<file path="src/rtl/tt_bin_clock_pkg.sv">
// Shared types and default timing constants for the tt_bin_clock front-panel controller.
// Repeat defaults exist only when BIN_CLOCK_SET_AUTOREPEAT_EN is defined.
package tt_bin_clock_pkg;

  // The state code doubles as the field_o encoding seen by the display.
  typedef enum logic [1:0] {
    RUN      = 2'd0,
    SET_HOUR = 2'd1,
    SET_MIN  = 2'd2,
    SET_SEC  = 2'd3
  } state_e;

  localparam int DEF_DEBOUNCE_CYCLES = 5;
  localparam int DEF_TIMEOUT_CYCLES  = 1000;
`ifdef BIN_CLOCK_SET_AUTOREPEAT_EN
  localparam int DEF_REPEAT_DELAY    = 50;
  localparam int DEF_REPEAT_RATE     = 10;
`endif

  function automatic state_e next_field(input state_e s);
    case (s)
      RUN:      return SET_HOUR;
      SET_HOUR: return SET_MIN;
      SET_MIN:  return SET_SEC;
      default:  return RUN;
    endcase
  endfunction

endpackage

</file>
<file path="src/rtl/bin_clock_set_ctrl_btn_debounce.sv">
// Push-button conditioner: 2-flop synchroniser, debounce counter and a registered
// one-cycle rise event (press_o) on each debounced 0->1 transition.
module btn_debounce
  import tt_bin_clock_pkg::*;
#(
  parameter int DEBOUNCE_CYCLES = DEF_DEBOUNCE_CYCLES
) (
  input  logic clk_i,
  input  logic reset_ni,
  input  logic btn_i,
  output logic level_o,
  output logic press_o
);

  localparam int CntW = $clog2(DEBOUNCE_CYCLES + 1);

  logic [1:0]      sync_q;
  logic [CntW-1:0] cnt_q;
  logic            level_q;
  logic            level_prev_q;
  logic            press_q;

  // NOTE: every flop, synchroniser included, uses non-blocking assignment and clears in the
  // same synchronous reset branch so a held button is re-debounced as a fresh press.
  always_ff @(posedge clk_i) begin
    if (!reset_ni) begin
      sync_q       <= '0;
      cnt_q        <= '0;
      level_q      <= 1'b0;
      level_prev_q <= 1'b0;
      press_q      <= 1'b0;
    end else begin
      sync_q <= {sync_q[0], btn_i};
      if (sync_q[1] == level_q) begin
        cnt_q <= '0;
      end else if (cnt_q == CntW'(DEBOUNCE_CYCLES - 1)) begin
        // Count reaches DEBOUNCE_CYCLES on this edge: accept the new level.
        level_q <= sync_q[1];
        cnt_q   <= CntW'(DEBOUNCE_CYCLES);
      end else begin
        cnt_q <= cnt_q + 1'b1;
      end
      level_prev_q <= level_q;
      press_q      <= level_q & ~level_prev_q;
    end
  end

  assign level_o = level_q;
  assign press_o = press_q;

endmodule

</file>
<file path="src/rtl/bin_clock_set_ctrl.sv">
// Time-setting sequencer for tt_bin_clock: RUN/SET_HOUR/SET_MIN/SET_SEC driven by
// debounced mode/up/down buttons. Auto-repeat is built when BIN_CLOCK_SET_AUTOREPEAT_EN is defined.
module bin_clock_set_ctrl
  import tt_bin_clock_pkg::*;
#(
  parameter int DEBOUNCE_CYCLES = DEF_DEBOUNCE_CYCLES,
  parameter int TIMEOUT_CYCLES  = DEF_TIMEOUT_CYCLES
`ifdef BIN_CLOCK_SET_AUTOREPEAT_EN
  ,
  parameter int REPEAT_DELAY    = DEF_REPEAT_DELAY,
  parameter int REPEAT_RATE     = DEF_REPEAT_RATE
`endif
) (
  input  logic       clk_i,
  input  logic       reset_ni,
  input  logic       mode_btn_i,
  input  logic       up_btn_i,
  input  logic       down_btn_i,
  output logic       time_set_o,
  output logic       id_switch_o,
  output logic       hour_id_o,
  output logic       minute_id_o,
  output logic       seconds_id_o,
  output logic [1:0] field_o
);

  localparam int TmrW = $clog2(TIMEOUT_CYCLES + 1);

  logic mode_level_unused, mode_press;
  logic up_level, up_press;
  logic dn_level, dn_press;

  btn_debounce #(.DEBOUNCE_CYCLES(DEBOUNCE_CYCLES)) u_mode_db (
    .clk_i(clk_i), .reset_ni(reset_ni), .btn_i(mode_btn_i),
    .level_o(mode_level_unused), .press_o(mode_press)
  );
  btn_debounce #(.DEBOUNCE_CYCLES(DEBOUNCE_CYCLES)) u_up_db (
    .clk_i(clk_i), .reset_ni(reset_ni), .btn_i(up_btn_i),
    .level_o(up_level), .press_o(up_press)
  );
  btn_debounce #(.DEBOUNCE_CYCLES(DEBOUNCE_CYCLES)) u_down_db (
    .clk_i(clk_i), .reset_ni(reset_ni), .btn_i(down_btn_i),
    .level_o(dn_level), .press_o(dn_press)
  );

  state_e          state_q, state_d;
  logic [TmrW-1:0] tmr_q;
  logic            in_set, up_step, dn_step, rpt_step, rpt_up, step, activity;

  // Mode wins over a simultaneous step; each direction is blocked while the other is held.
  assign in_set  = (state_q != RUN);
  assign up_step = in_set & ~mode_press & up_press & ~dn_level;
  assign dn_step = in_set & ~mode_press & dn_press & ~up_level;
  assign step    = up_step | dn_step | rpt_step;
  assign activity = mode_press | up_press | dn_press | rpt_step;

`ifdef BIN_CLOCK_SET_AUTOREPEAT_EN
  localparam int RptMax = (REPEAT_DELAY > REPEAT_RATE) ? REPEAT_DELAY : REPEAT_RATE;
  localparam int RptW   = $clog2(RptMax + 1);

  logic            rpt_active_q, rpt_up_q, rpt_first_q;
  logic [RptW-1:0] rpt_cnt_q;
  logic            rpt_hold;

  assign rpt_hold = rpt_up_q ? (up_level & ~dn_level) : (dn_level & ~up_level);
  assign rpt_step = rpt_active_q & rpt_hold & in_set & ~mode_press &
                    (rpt_cnt_q == (rpt_first_q ? RptW'(REPEAT_DELAY - 1) : RptW'(REPEAT_RATE - 1)));
  assign rpt_up   = rpt_up_q;

  always_ff @(posedge clk_i) begin
    if (!reset_ni) begin
      rpt_active_q <= 1'b0;
      rpt_up_q     <= 1'b1;
      rpt_first_q  <= 1'b0;
      rpt_cnt_q    <= '0;
    end else if (up_step || dn_step) begin
      rpt_active_q <= 1'b1;
      rpt_up_q     <= up_step;
      rpt_first_q  <= 1'b1;
      rpt_cnt_q    <= '0;
    end else if (!rpt_active_q || !rpt_hold || !in_set || mode_press) begin
      rpt_active_q <= 1'b0;
    end else if (rpt_step) begin
      rpt_first_q <= 1'b0;
      rpt_cnt_q   <= '0;
    end else if (rpt_cnt_q != RptW'(RptMax)) begin
      rpt_cnt_q <= rpt_cnt_q + 1'b1;
    end
  end
`else
  assign rpt_step = 1'b0;
  assign rpt_up   = 1'b1;
`endif

  // NOTE: state_d is assigned before any branch so every path through the block drives it.
  always_comb begin
    state_d = state_q;
    if (mode_press) begin
      state_d = next_field(state_q);
    end else if (in_set && !activity && tmr_q == TmrW'(TIMEOUT_CYCLES - 1)) begin
      state_d = RUN;
    end
  end

  always_ff @(posedge clk_i) begin
    if (!reset_ni) begin
      state_q      <= RUN;
      tmr_q        <= '0;
      time_set_o   <= 1'b0;
      id_switch_o  <= 1'b1;
      hour_id_o    <= 1'b0;
      minute_id_o  <= 1'b0;
      seconds_id_o <= 1'b0;
      field_o      <= 2'd0;
    end else begin
      state_q <= state_d;
      // Idle timer: held at zero in RUN, restarted on any press and on every state change.
      if (!in_set || activity || state_d != state_q) begin
        tmr_q <= '0;
      end else if (tmr_q != TmrW'(TIMEOUT_CYCLES)) begin
        tmr_q <= tmr_q + 1'b1;
      end
      time_set_o   <= in_set;
      field_o      <= state_q;
      id_switch_o  <= ~(dn_step | (rpt_step & ~rpt_up));
      hour_id_o    <= step & (state_q == SET_HOUR);
      minute_id_o  <= step & (state_q == SET_MIN);
      seconds_id_o <= step & (state_q == SET_SEC);
    end
  end

endmodule

</file>
<file path="config.mk">
export PLATFORM = sky130hd
export DESIGN_NAME = bin_clock_set_ctrl
export DESIGN_NICKNAME = d
export VERILOG_FILES = /design/src/rtl/tt_bin_clock_pkg.sv /design/src/rtl/bin_clock_set_ctrl_btn_debounce.sv /design/src/rtl/bin_clock_set_ctrl.sv
export SDC_FILE = /design/constraint.sdc
export NUM_CORES = 1
export LEC_CHECK = 0
export CAP_MARGIN = 10
export CORE_ASPECT_RATIO = 1.75
export CORE_UTILIZATION = 50
export CTS_CLUSTER_DIAMETER = 50
export DETAILED_ROUTE_END_ITERATION = 12
export PLACE_DENSITY = 0.69
export SYNTH_ARGS = -nofsm -noshare
export SYNTH_HDL_FRONTEND = slang
export SYNTH_SLANG_ARGS = --single-unit
</file>
<file path="constraint.sdc">
create_clock -name clk_i -period 2.1 [get_ports clk_i]
set_input_delay 0.21 -clock clk_i [delete_from_list [all_inputs] [get_ports clk_i]]
set_output_delay 0.21 -clock clk_i [all_outputs]
set_load 0.02 [all_outputs]
</file>
# --- Yosys cells after proc, flatten, opt, wreduce, memory -nomap -nowiden ---
# Cells that the tools add are included.
word_totals:
  inputBits: 5
  reg_bits: 43
classes:
  bitwise_logic: 25
  eq_ne: 12
  n_reduce_logical: 18
  n_addsub: 4
  mux: 6
ops:
  columns: ["cell", "count"]
  rows:
  - ["$and A1 B1 Y1", 11]
  - ["$not A1 Y1", 11]
  - ["$add A10 B1 Y10 const B", 1]
  - ["$eq A10 B10 Y1 const B", 1]
  - ["$ne A10 B10 Y1 const B", 1]
  - ["$add A3 B1 Y3 const B", 3]
  - ["$eq A3 B3 Y1 const B", 3]
  - ["$mux W3", 3]
  - ["$reduce_or A3 Y1", 3]
  - ["$reduce_or A2 Y1", 4]
  - ["$pmux W2 S3", 1]
  - ["$reduce_and A2 Y1", 3]
  - ["$eq A2 B2 Y1 const B", 2]
  - ["$mux W2", 2]
  - ["$eq A1 B1 Y1", 3]
  - ["$or A1 B1 Y1", 3]
  - ["$eq A2 B1 Y1 const B", 1]
  - ["$logic_and A1 B1 Y1", 2]
  - ["$logic_not A1 Y1", 2]
  - ["$logic_not A2 Y1", 1]
  - ["$logic_or A1 B1 Y1", 2]
  - ["$ne A2 B2 Y1", 1]
  - ["$reduce_bool A2 Y1", 1]

# --- Depth between registers and ports, before layout ---
depth:
  depth_word: 10
  depth_mapped: 5

# --- Cells and area by module ---
# From an unflattened synthesis, not the netlist that was laid out.
unflattened:
  hier_cells: 178
  hier_area_um2: 1845.5
modules_own_cells:
  columns: ["module", "cells_per_inst", "n_inst", "area_each_um2", "seq_area_each_um2"]
  rows:
  - ["bin_clock_set_ctrl", 97, 1, 952.2, 380.4]
  - ["btn_debounce", 27, 3, 297.8, 160.2]

# --- Worst setup path after synthesis ---
# Ideal clock, no wire load.
synth_timing:
  kind: "register -> register"
  start: "reg state_q[0]"
  end: "reg tmr_q[0]"
  t_required_ns: 1.955
  t_arrival_ns: 1.764
  period_less_slack_ns: 1.909
  slack_ns: 0.191
  stages_incl_launch_ff: 6
  n_path_buf: 0
  cell_sequence: "dfxtp_1 -> inv_1 -> ha_1 -> or3b_4 -> a2111oi_4 -> nor4_1"
synth_via:
  elab_chain_cells: 8
  elab_cells_between_ends: 14
  classes_between: "eq/ne (3); mux (3); reduce/logical (8)"
synth_rtl:
  columns: ["item", "line", "source"]
  rows:
  - ["start: declaration", "bin_clock_set_ctrl.sv:46", "state_e state_q, state_d;"]
  - ["start signal: assignment", "bin_clock_set_ctrl.sv:116", "state_q <= state_d;"]
  - ["$reduce_bool A2 Y1", "bin_clock_set_ctrl.sv:51", "assign in_set = (state_q != RUN);"]
  - ["$logic_and A1 B1 Y1 (2 in a row)", "bin_clock_set_ctrl.sv:100", "end else if (in_set && !activity && tmr_q == TmrW'(TIMEOUT_CYCLES - 1)) begin"]
  - ["$mux W2", "bin_clock_set_ctrl.sv:100", null]
  - ["$mux W2", "bin_clock_set_ctrl.sv:98", "if (mode_press) begin"]
  - ["$ne A2 B2 Y1", "bin_clock_set_ctrl.sv:118", "if (!in_set || activity || state_d != state_q) begin"]
  - ["$logic_or A1 B1 Y1 *", "bin_clock_set_ctrl.sv:118", null]
  - ["$reduce_or A2 Y1 (no source line) *", null, null]
  - ["end signal: assignment", "bin_clock_set_ctrl.sv:121", "tmr_q <= tmr_q + 1'b1;"]
  - ["end: declaration", "bin_clock_set_ctrl.sv:47", "logic [TmrW-1:0] tmr_q;"]
# Every way passes the cells marked *; elsewhere a longest branch is shown, timed or not.
# A chain may end at the register's enable or synchronous reset.

# --- Final worst setup path ---
layout_timing:
  start: "reg state_q[0]"
  end: "reg tmr_q[2]"
# Same word-level chain as after synthesis.

==> results_dict.tcl <==
set metrics [dict create \
    hold_path_class "reg -> reg" \
    grt_pass1_wl_mm 5.15 \
    worstSetupPathType "reg -> reg" \
    outcome "completed" \
    grtUsageMet3_pct 6.00 \
    yosys_warnings 0 \
    fin_nets 219 \
    ys_top_cells_by_count "dfxtp_1 (43), nand2_1 (20), and2_1 (13)" \
    arrival_ns 2.10 \
    fmax_ghz 0.516 \
    tns_ns 0 \
    grt_pass1_vias 1299 \
    p_leak_uw 0.000715 \
    period_minus_slack_ns 1.94 \
    seq_area_sq_um 861 \
    syn_avg_cell_area_sq_um 9.63 \
    die_h_microns 80.7 \
    area_growth_pct 13.9 \
    drive_gt1_share_pct 5.47 \
    htreeDepth 2 \
    slew_violations 0 \
    clock-root-buffer "clkbuf_8" \
    dp_hpwl_mm 2.35 \
    std_cell_rows 28 \
    antenna_left 0 \
    syn_area_sq_um 1770 \
    ys_types 32 \
    setup_viol 0 \
    hold_violations 0 \
    syn_inst 184 \
    r2r-start "state_q[0]" \
    clock_path_buffers 2 \
    met2_usage_pct 36.4 \
    antenna_cells 0 \
    io_pins 12 \
    crit_path_top_delay_cell "or3b_4" \
    routed_wl_mm 2.98 \
    multiInputGateArea_sq_um 862 \
    vias 1284 \
    grt.total_usage_pct 19.2 \
    drv_cap 0 \
    synth_edf_count 0 \
    vdd_ir_drop_max_v 0.000448 \
    place.gp.congestion 0.721 \
    synth.most_common_cell "dfxtp_1" \
    cts_resized 0 \
    cts_buffers 5 \
    grt_overflow_total 0 \
    setup.worst_path.start "state_q[0]" \
    required_ns 2.26 \
    clk_latency_ns 0.28 \
    start_kind "flop" \
    final_min_period_over_clock_period_pct 92.4 \
    post_drt_wl_per_cell_microns 12.1 \
    dr.pass1.iters 4 \
    synth_ff_type "dfxtp_1" \
    die_w_microns 47.0 \
    rsz0062_at_grt "no" \
    finClkSkew_ns 0.00437 \
    hold_buffers 0 \
    finalPower_uw 1310 \
    fillers 316 \
    clk_pin_slew_ns 0.07 \
    use_met1_pct 17.0 \
    ys_ff_latch 43 \
    top_usage_layer "met2" \
    start_util_pct 52.7 \
    drc_errors 0 \
    yosys-top-cells-area "dfxtp_1 (49%), ha_1 (8.5%), and2_1 (4.6%), nand2_1 (4.2%), a211oi_1 (2.5%)" \
    worstMarginPinSlew_ns 0.355 \
    drt_iter0_markers 20 \
    core_area_sq_um 3360 \
    syn_nets 201 \
    avgViaCountPerCell 5.22 \
    ys_async_sr_fraction_pct 0 \
    r2r_slack_ns 0.16 \
    grt_max_degree 22 \
    cpPeakStageDelay_ns 0.42 \
    power_density_nw_per_um2 649 \
    dieArea_sq_um 3790 \
    min_from "u_up_db.level_prev_q" \
    yosysTopAreaCell "dfxtp_1" \
    yosysSeqAreaShare_pct 48.6 \
    post-cts-setup-buffers 0 \
    critPathCaptureType "flop" \
    io_buffers 11 \
    cts_tree "yes" \
    slew_headroom_pct 76.3 \
    antenna_found_initial 0 \
    crit_path_max_fanout 10 \
    path_cells "inv_1 > ha_1 > or3b_4 > a2111oi_4 > buf_4 > nor4_1" \
    clock_sinks 43 \
    synth_top_cell_area_share_pct 48.6 \
]
[sequential cells by signal, indices dropped and copies added (netlist names), 2 cells and up]
name	flops
u_up_db.cnt_q	3
state_q	2
tmr_q	10
u_up_db.sync_q	2
field_o	2
u_down_db.cnt_q	3
u_mode_db.sync_q	2
u_down_db.sync_q	2
u_mode_db.cnt_q	3
[layer usage]
layer	vias to the layer above	routed length, microns
li1	664	-
met1	600	1090
met2	14	1740
met3	6	81
met4	0	65
met5	-	0
[stage by stage]
stage          hold WS (ns)  std cells  util [%]  area (sq um)  setup WS [ns]
3_3_place_gp          0.377        240      57.8          1950          0.219
2_1_floorplan         0.337        184         -          1770          0.191
6_report              0.387        246      60.0          2020          0.160
3_5_place_dp          0.375        240      57.8          1950          0.159
4_1_cts               0.387        246      60.0          2020          0.144
5_1_grt               0.405        246      60.0          2020         0.0520
[cells by family after synthesis]
family / after synthesis / synth area share (%)
XOR/XNOR: 6 / 2.97
adder cells (fa/ha/maj): 12 / 8.47
flip-flops: 43 / 48.6
AND/OR/NAND/NOR: 86 / 27.1
buffers and inverters: 13 / 2.75
AO/OA/AOI/OAI: 24 / 10.1
[layout by cell type (no fill, tap or decap), drive strengths merged, types with 4 or more instances in the layout]
cell | Yosys | routed
nor4 | 4 | 4
xor2 | 5 | 5
inv | 11 | 11
o21ai | 5 | 5
and2 | 14 | 14
nand2 | 20 | 20
nand3 | 7 | 7
a21boi | 4 | 4
ha | 12 | 12
nor2 | 10 | 10
clkbuf | 2 | 6
dfxtp | 43 | 43
clkdlybuf4s50 | 0 | 11
or3 | 4 | 4
nor3 | 6 | 6
a211oi | 6 | 6
nor2b | 6 | 6
[power by group]
part	total (uW)	internal (uW)	switching (uW)
clock	457	221	235
sequential	826	822	3.70
combinational	27.4	15.4	12.0
[final timing paths]
path,end,depth (start not counted)
hold reg to reg,u_up_db.press_o,1
setup reg to reg,tmr_q[2],6
hold / removal,u_up_db.press_o,1
setup / recovery,tmr_q[2],6
[worst max-delay path: cells and delay by family (launching register included)]
| family | cells | cell delay [ns] |
|---|---|---|
| fa+ha+maj | 1 | 0.26 |
| compound gates | 1 | 0.34 |
| flops | 1 | 0.39 |
| simple gates | 2 | 0.49 |
| buf+inv | 2 | 0.34 |
[area by class of cell]
cell class	instances	area share, %
Clock buffer	6	3.60
Inverter	11	2.05
Multi-Input combinational cell	128	42.7
Sequential cell	43	42.7
Tap cell	45	2.79
Timing Repair Buffer	13	6.20
Note: power is estimated with default switching activity, not from simulation.
